===== src/rtl/spi_pixel_bridge.sv =====
// spi_pixel_bridge: sck-to-clk_i bridge with RX/TX pixel FIFOs for spi_core
module spi_pixel_bridge #(
  parameter int WORD_SIZE  = 24,
  parameter int FIFO_DEPTH = 4
) (
  input  logic                 clk_i,
  input  logic                 nreset_i,
  input  logic                 cs_i,
  input  logic                 rxtx_done_i,
  input  logic [WORD_SIZE-1:0] data_rx_i,
  output logic [WORD_SIZE-1:0] data_tx_o,
  output logic [WORD_SIZE-1:0] rx_data_o,
  output logic                 rx_valid_o,
  input  logic                 rx_ready_i,
  input  logic [WORD_SIZE-1:0] tx_data_i,
  input  logic                 tx_valid_i,
  output logic                 tx_ready_o,
  output logic                 overflow_o,
  output logic                 underflow_o
);
  localparam int AW = $clog2(FIFO_DEPTH);
  logic [2:0]           done_s, cs_s;
  logic                 done_rise, cs_fall;
  logic [WORD_SIZE-1:0] rx_mem [FIFO_DEPTH];
  logic [WORD_SIZE-1:0] tx_mem [FIFO_DEPTH];
  logic [AW:0]          rx_wp, rx_rp, tx_wp, tx_rp;
  logic                 rx_empty, rx_full, rx_push, rx_pop;
  logic                 tx_empty, tx_full, tx_push, tx_pop, tx_load;
  assign done_rise  = done_s[1] & ~done_s[2] & ~cs_s[1];
  assign cs_fall    = ~cs_s[1] & cs_s[2];
  assign rx_empty   = rx_wp == rx_rp;
  assign rx_full    = (rx_wp[AW] != rx_rp[AW]) && (rx_wp[AW-1:0] == rx_rp[AW-1:0]);
  assign tx_empty   = tx_wp == tx_rp;
  assign tx_full    = (tx_wp[AW] != tx_rp[AW]) && (tx_wp[AW-1:0] == tx_rp[AW-1:0]);
  assign rx_valid_o = ~rx_empty;
  assign rx_data_o  = rx_empty ? '0 : rx_mem[rx_rp[AW-1:0]];
  assign rx_pop     = rx_valid_o & rx_ready_i;
  assign rx_push    = done_rise & (~rx_full | rx_pop);
  assign tx_ready_o = ~tx_full;
  assign tx_push    = tx_valid_i & ~tx_full;
  assign tx_load    = cs_fall | done_rise;
  assign tx_pop     = tx_load & ~tx_empty;
  // two-stage synchronisers plus one history stage for edge detection
  always_ff @(posedge clk_i or negedge nreset_i)
    if (!nreset_i) begin
      done_s <= 3'b000;
      cs_s   <= 3'b111;
    end else begin
      done_s <= {done_s[1:0], rxtx_done_i};
      cs_s   <= {cs_s[1:0], cs_i};
    end
  // RX pointers and sticky overflow; a full FIFO still accepts when popped in the same cycle
  always_ff @(posedge clk_i or negedge nreset_i)
    if (!nreset_i) begin
      rx_wp      <= '0;
      rx_rp      <= '0;
      overflow_o <= 1'b0;
    end else begin
      rx_wp      <= rx_push ? rx_wp + {{AW{1'b0}}, 1'b1} : rx_wp;
      rx_rp      <= rx_pop ? rx_rp + {{AW{1'b0}}, 1'b1} : rx_rp;
      overflow_o <= overflow_o | (done_rise & ~rx_push);
    end
  // RX storage; data_rx_i is quiet for a full sck period after done, so it is sampled unsynchronised
  always_ff @(posedge clk_i)
    if (rx_push) rx_mem[rx_wp[AW-1:0]] <= data_rx_i;
  // TX pointers, primed output word and sticky underflow
  always_ff @(posedge clk_i or negedge nreset_i)
    if (!nreset_i) begin
      tx_wp       <= '0;
      tx_rp       <= '0;
      data_tx_o   <= '0;
      underflow_o <= 1'b0;
    end else begin
      tx_wp       <= tx_push ? tx_wp + {{AW{1'b0}}, 1'b1} : tx_wp;
      tx_rp       <= tx_pop ? tx_rp + {{AW{1'b0}}, 1'b1} : tx_rp;
      data_tx_o   <= tx_load ? (tx_empty ? '0 : tx_mem[tx_rp[AW-1:0]]) : data_tx_o;
      underflow_o <= underflow_o | (tx_load & tx_empty);
    end
  // TX storage
  always_ff @(posedge clk_i)
    if (tx_push) tx_mem[tx_wp[AW-1:0]] <= tx_data_i;
endmodule

===== config.mk =====
export PLATFORM = sky130hd
export DESIGN_NAME = spi_pixel_bridge
export DESIGN_NICKNAME = d
export VERILOG_FILES = /design/src/rtl/spi_pixel_bridge.sv
export SDC_FILE = /design/constraint.sdc
export NUM_CORES = 1
export LEC_CHECK = 0
export BUFFER_PORTS_ARGS = -buffer_cell sky130_fd_sc_hd__buf_2
export CAP_MARGIN = 10
export CORE_ASPECT_RATIO = 0.6
export CORE_UTILIZATION = 32
export DETAILED_ROUTE_END_ITERATION = 16
export HOLD_SLACK_MARGIN = 0.03
export SLEW_MARGIN = 20
export SYNTH_ARGS = -nofsm -noshare
export SYNTH_HDL_FRONTEND = slang
export SYNTH_SLANG_ARGS = --single-unit

===== constraint.sdc =====
create_clock -name clk_i -period 3.55 [get_ports clk_i]
set_input_delay 0.71 -clock clk_i [delete_from_list [all_inputs] [get_ports clk_i]]
set_output_delay 0.71 -clock clk_i [all_outputs]
set_load 0.01 [all_outputs]

Word-level counts from Yosys, hierarchy flattened
Memory sizes are Yosys's and may differ from the RTL's.
Index checks and enable logic that the tools add are counted.

cells by class
  add/sub/neg operators = 4
  eq/ne operators = 6
  muxes and demuxes = 6
  bitwise gates (word level) = 20
  reduce and logical (&&, ||, !) cells = 2

operators with widths
  cell                   number
  $mux W24               2
  $add A3 B1 Y3 const B  4
  $and A1 B1 Y1          9
  $not A1 Y1             7
  $eq A3 B3 Y1           2
  $eq A2 B2 Y1           2
  $mux W1                4
  $or A1 B1 Y1           4
  $logic_and A1 B1 Y1    2
  $ne A1 B1 Y1           2

word-level totals
  bits in registers = 44
  memory bits (writable) = 192
  input bits = 54
  output and inout port bits = 52
  word-level logic and storage cells = 49
  memories kept = 2

memory list
  name    depth  width  rd ports  clocked after Yosys merged registers in  wr ports  RTL line  text
  rx_mem  4      24     1         0                                        1         24        logic [WORD_SIZE-1:0] rx_mem [FIFO_DEPTH];
  tx_mem  4      24     1         0                                        1         25        logic [WORD_SIZE-1:0] tx_mem [FIFO_DEPTH];

Logic depth before layout (Yosys ltp)
  depth in word-level cells = 8
  depth in mapped cells = 6
  mapped depth without buffers = 4

Worst setup path after synthesis
Ideal clock, no wire load.

  path kind = flip-flop to output port
  start point = register rx_rp[0]
  end point = output rx_data_o[10]
  arrival time = 1508 ps
  data required time = 2840 ps
  slack = 1332 ps
  stages on the path, launching flop included = 5
  buffers on the path = 2
  path through = dfrtp_1 buf_4 buf_2 mux4_2 and2_1

between the ends
  longest elaborated chain between the ends = 2
  elaborated cells between the ends (all ways) = 3
  those cells by class = eq/ne (1); mux (1); memory (1)

ends and longest elaborated chain
  what                                            RTL line  text
  start: declaration                              26        logic [AW:0] rx_wp, rx_rp, tx_wp, tx_rp;
  start signal: assignment                        60        rx_rp <= rx_pop ? rx_rp + {{AW{1'b0}}, 1'b1} : rx_rp;
  $mem_v2 Z4 W24 or $eq A3 B3 Y1 (tied branches)  n/a
  $mux W24 *                                      36        assign rx_data_o = rx_empty ? '0 : rx_mem[rx_rp[AW-1:0]];
  end: declaration                                12        output logic [WORD_SIZE-1:0] rx_data_o,

Every way passes the cells marked *; elsewhere a longest branch is shown, timed or not.

Worst setup path after layout
  start point = register rx_rp[0]
  end point = output rx_data_o[8]

Same word-level chain as after synthesis.

==> impl_metrics.env <==
export IMPL_synth_cell_types=35
export IMPL_critical_path_max_stage_delay_ps=580
export IMPL_vias=4258
export IMPL_fin_crit_ps=2933
export IMPL_synthArstFlopShare=0.1864
export IMPL_routabilityCongestion=0.6921
export IMPL_worstSetupPathType="reg -> out"
export IMPL_syn_avg_cell_area_um2=21.71
export IMPL_ant_nets=0
export IMPL_multi_input_area_mm2=0.001927
export IMPL_synth_area_mm2=0.008925
export IMPL_grt_max_degree=28
export IMPL_crit_slowest_cell="mux4_2"
export IMPL_min_path_type="in -> async"
export IMPL_hold_viol_final=0
export IMPL_ys_flop_type="edfxtp_1"
export IMPL_die_w_um=217.6
export IMPL_cts_buffer_depth=3
export IMPL_rsz0062_at_grt="false"
export IMPL_route_detailed_drc=0
export IMPL_cts_hold_buf=0
export IMPL_crit_chain="buf_4, mux4_2, and2_1, buf_2"
export IMPL_routed_via_density=4.669
export IMPL_syn_to_final_growth_pct=19.26
export IMPL_maxSlewHeadroom=0.5807
export IMPL_nNetsFinal=600
export IMPL_power_density_mw_per_mm2=826.3
export IMPL_grt_overflow=0
export IMPL_cts_num_sinks=236
export IMPL_io_buffers=105
export IMPL_grt_pass1_wl_um=27320
export IMPL_synthTopCellsByArea="edfxtp_1 65%, dfrtp_1 11%, mux4_2 11%"
export IMPL_cts_buffers=23
export IMPL_skew_ps=14.06
export IMPL_layout_area_seq_mm2=0.006873
export IMPL_critPathRequiredTime_ps=2840
export IMPL_yosysTopAreaCellShare=0.6460
export IMPL_setup_tns_ps=0
export IMPL_maxCapViolations=0
export IMPL_synth_edff_count=192
export IMPL_die_area_mm2=0.02858
export IMPL_finalCritPeriodShare=0.8261
export IMPL_setup_viol=0
export IMPL_synth_most_common_cell="edfxtp_1"
export IMPL_totalWireLength_um=17400
export IMPL_cts_tree="built"
export IMPL_ys_ff_latch=236
export IMPL_initial_core_util=0.3320
export IMPL_num_rows=46
export IMPL_fmax_mhz=341.0
export IMPL_crit_arrival_ps=2220
export IMPL_hpwl_um=11070
export IMPL_netlist_top_cells_count="192 x edfxtp_1, 44 x mux4_2, 41 x dfrtp_1, 28 x and2_1, 24 x a22o_1"
export IMPL_synth_seq_area_share=0.7698
export IMPL_drt_first_pass_iters=4
export IMPL_core_area_mm2=0.02688
export IMPL_clkSlewWorstSetupHoldPaths_ps=60
export IMPL_die_h_um=131.4
export IMPL_drive_gt1_frac=0.3732
export IMPL_leakage_nw=3.848
export IMPL_ios=106
export IMPL_drt_first_iter_violations=235
export IMPL_cts_root_buf="clkbuf_16"
export IMPL_end_kind="output pin"
export IMPL_ir_drop_uv=299.0
export IMPL_yosysWarnings=0
export IMPL_syn_inst=411
export IMPL_syn_nets=475
export IMPL_finalPower_mw=8.796
export IMPL_cts_resized=0
export IMPL_antenna_cells=0
export IMPL_antenna_found_initial=0
export IMPL_grt_usage=0.1248
export IMPL_tightest_slew_ps=628.9
export IMPL_post_cts_buffers=0
export IMPL_drv_slew=0
export IMPL_start_kind="register"
export IMPL_crit_fanout=26
export IMPL_clock_latency_ps=500
export IMPL_htreeDepth=1
export IMPL_nFillCells=2380
export IMPL_run_status="completed"
export IMPL_synth_top_area_cell="edfxtp_1"
export IMPL_grt_pass1_vias=4724
export IMPL_routedWlPerCell_um=19.08
[per-layer routing]
metal,share of wire,routed length [µm],up-vias,track usage
met5,0,0,-,0
met4,0.019,329,0,0.02700
met3,0.047,816,24,0.02801
met2,0.48,8280,82,0.2013
met1,0.46,7973,2248,0.1723
li1,-,-,1904,-
[cells in the final DEF, fill, tap and decap left out, drive strengths merged, types with 4 or more instances in the layout]
master / synthesis / final
inv: 6 / 6
xor2: 7 / 7
a22o: 24 / 24
and2: 28 / 28
clkbuf: 6 / 35
buf: 14 / 120
ha: 10 / 10
edfxtp: 192 / 192
mux4: 48 / 48
and3: 4 / 4
dfrtp: 41 / 41
xnor2: 7 / 7
[power by group]
part / switching [mW] / internal (mW)
Sequential: 0.219 / 3.56
Clock: 0.968 / 1.41
Combinational: 1.40 / 1.24
[final cells by class]
class                           instances  area share
Clock buffer                           35     0.06113
Multi-Input combinational cell        149      0.1810
Inverter                                6    0.002116
Timing Repair Buffer                  120     0.05995
Tap cell                              360     0.04232
Sequential cell                       236      0.6457
Clock inverter                          6    0.007758
[cell families (layout without fill, tap and decap cells)]
kind of cell,after synthesis,after routing,share of synthesized area
adder cells (fa/ha/maj),10,10,0.01402
flip-flops,236,236,0.7698
AO/OA/AOI/OAI,30,30,0.02902
multiplexers,51,51,0.1266
XOR/XNOR,14,14,0.01374
AND/OR/NAND/NOR,44,44,0.03253
buffers and inverters,26,167,0.01430
[path summary, 6_finish.rpt]
path	startpoint	end	slack [ps]	cells after the start
setup / recovery	rx_rp[0]$_DFFE_PN0P_	rx_data_o[8]	620	4
setup reg to reg	done_s[2]$_DFF_PN0_	rx_mem[3][12]$_DFFE_PP_	1460	4
min in group clk_i	cs_i	cs_s[0]$_DFF_PN1_	320	1
max in group asynchronous	nreset_i	cs_s[0]$_DFF_PN1_	2520	2
hold / removal	nreset_i	data_tx_o[6]$_DFFE_PN0N_	230	1
hold reg to reg	done_s[0]$_DFF_PN0_	done_s[1]$_DFF_PN0_	350	0
[stage by stage]
step,setup WS [ps],instances,hold WS (ps),utilization,instance area [µm²]
after floorplan,1332,411,331.2,-,8925
after global placement,1112,871,341.8,0.3687,9911
after detailed placement,1097,871,335.5,0.3687,9911
after CTS,542.7,912,225.6,0.3960,10640
after global routing,464.4,912,246.9,0.3960,10640
final,617.4,912,230.6,0.3960,10640
[worst max-delay path: cells and delay by family (launching register included)]
family                 cells  cell delay, ps
muxes                      1             580
and+or+nand+nor            1             180
buffers and inverters      2             600
DFF                        1             360
Power figures use the tool's default switching activity.
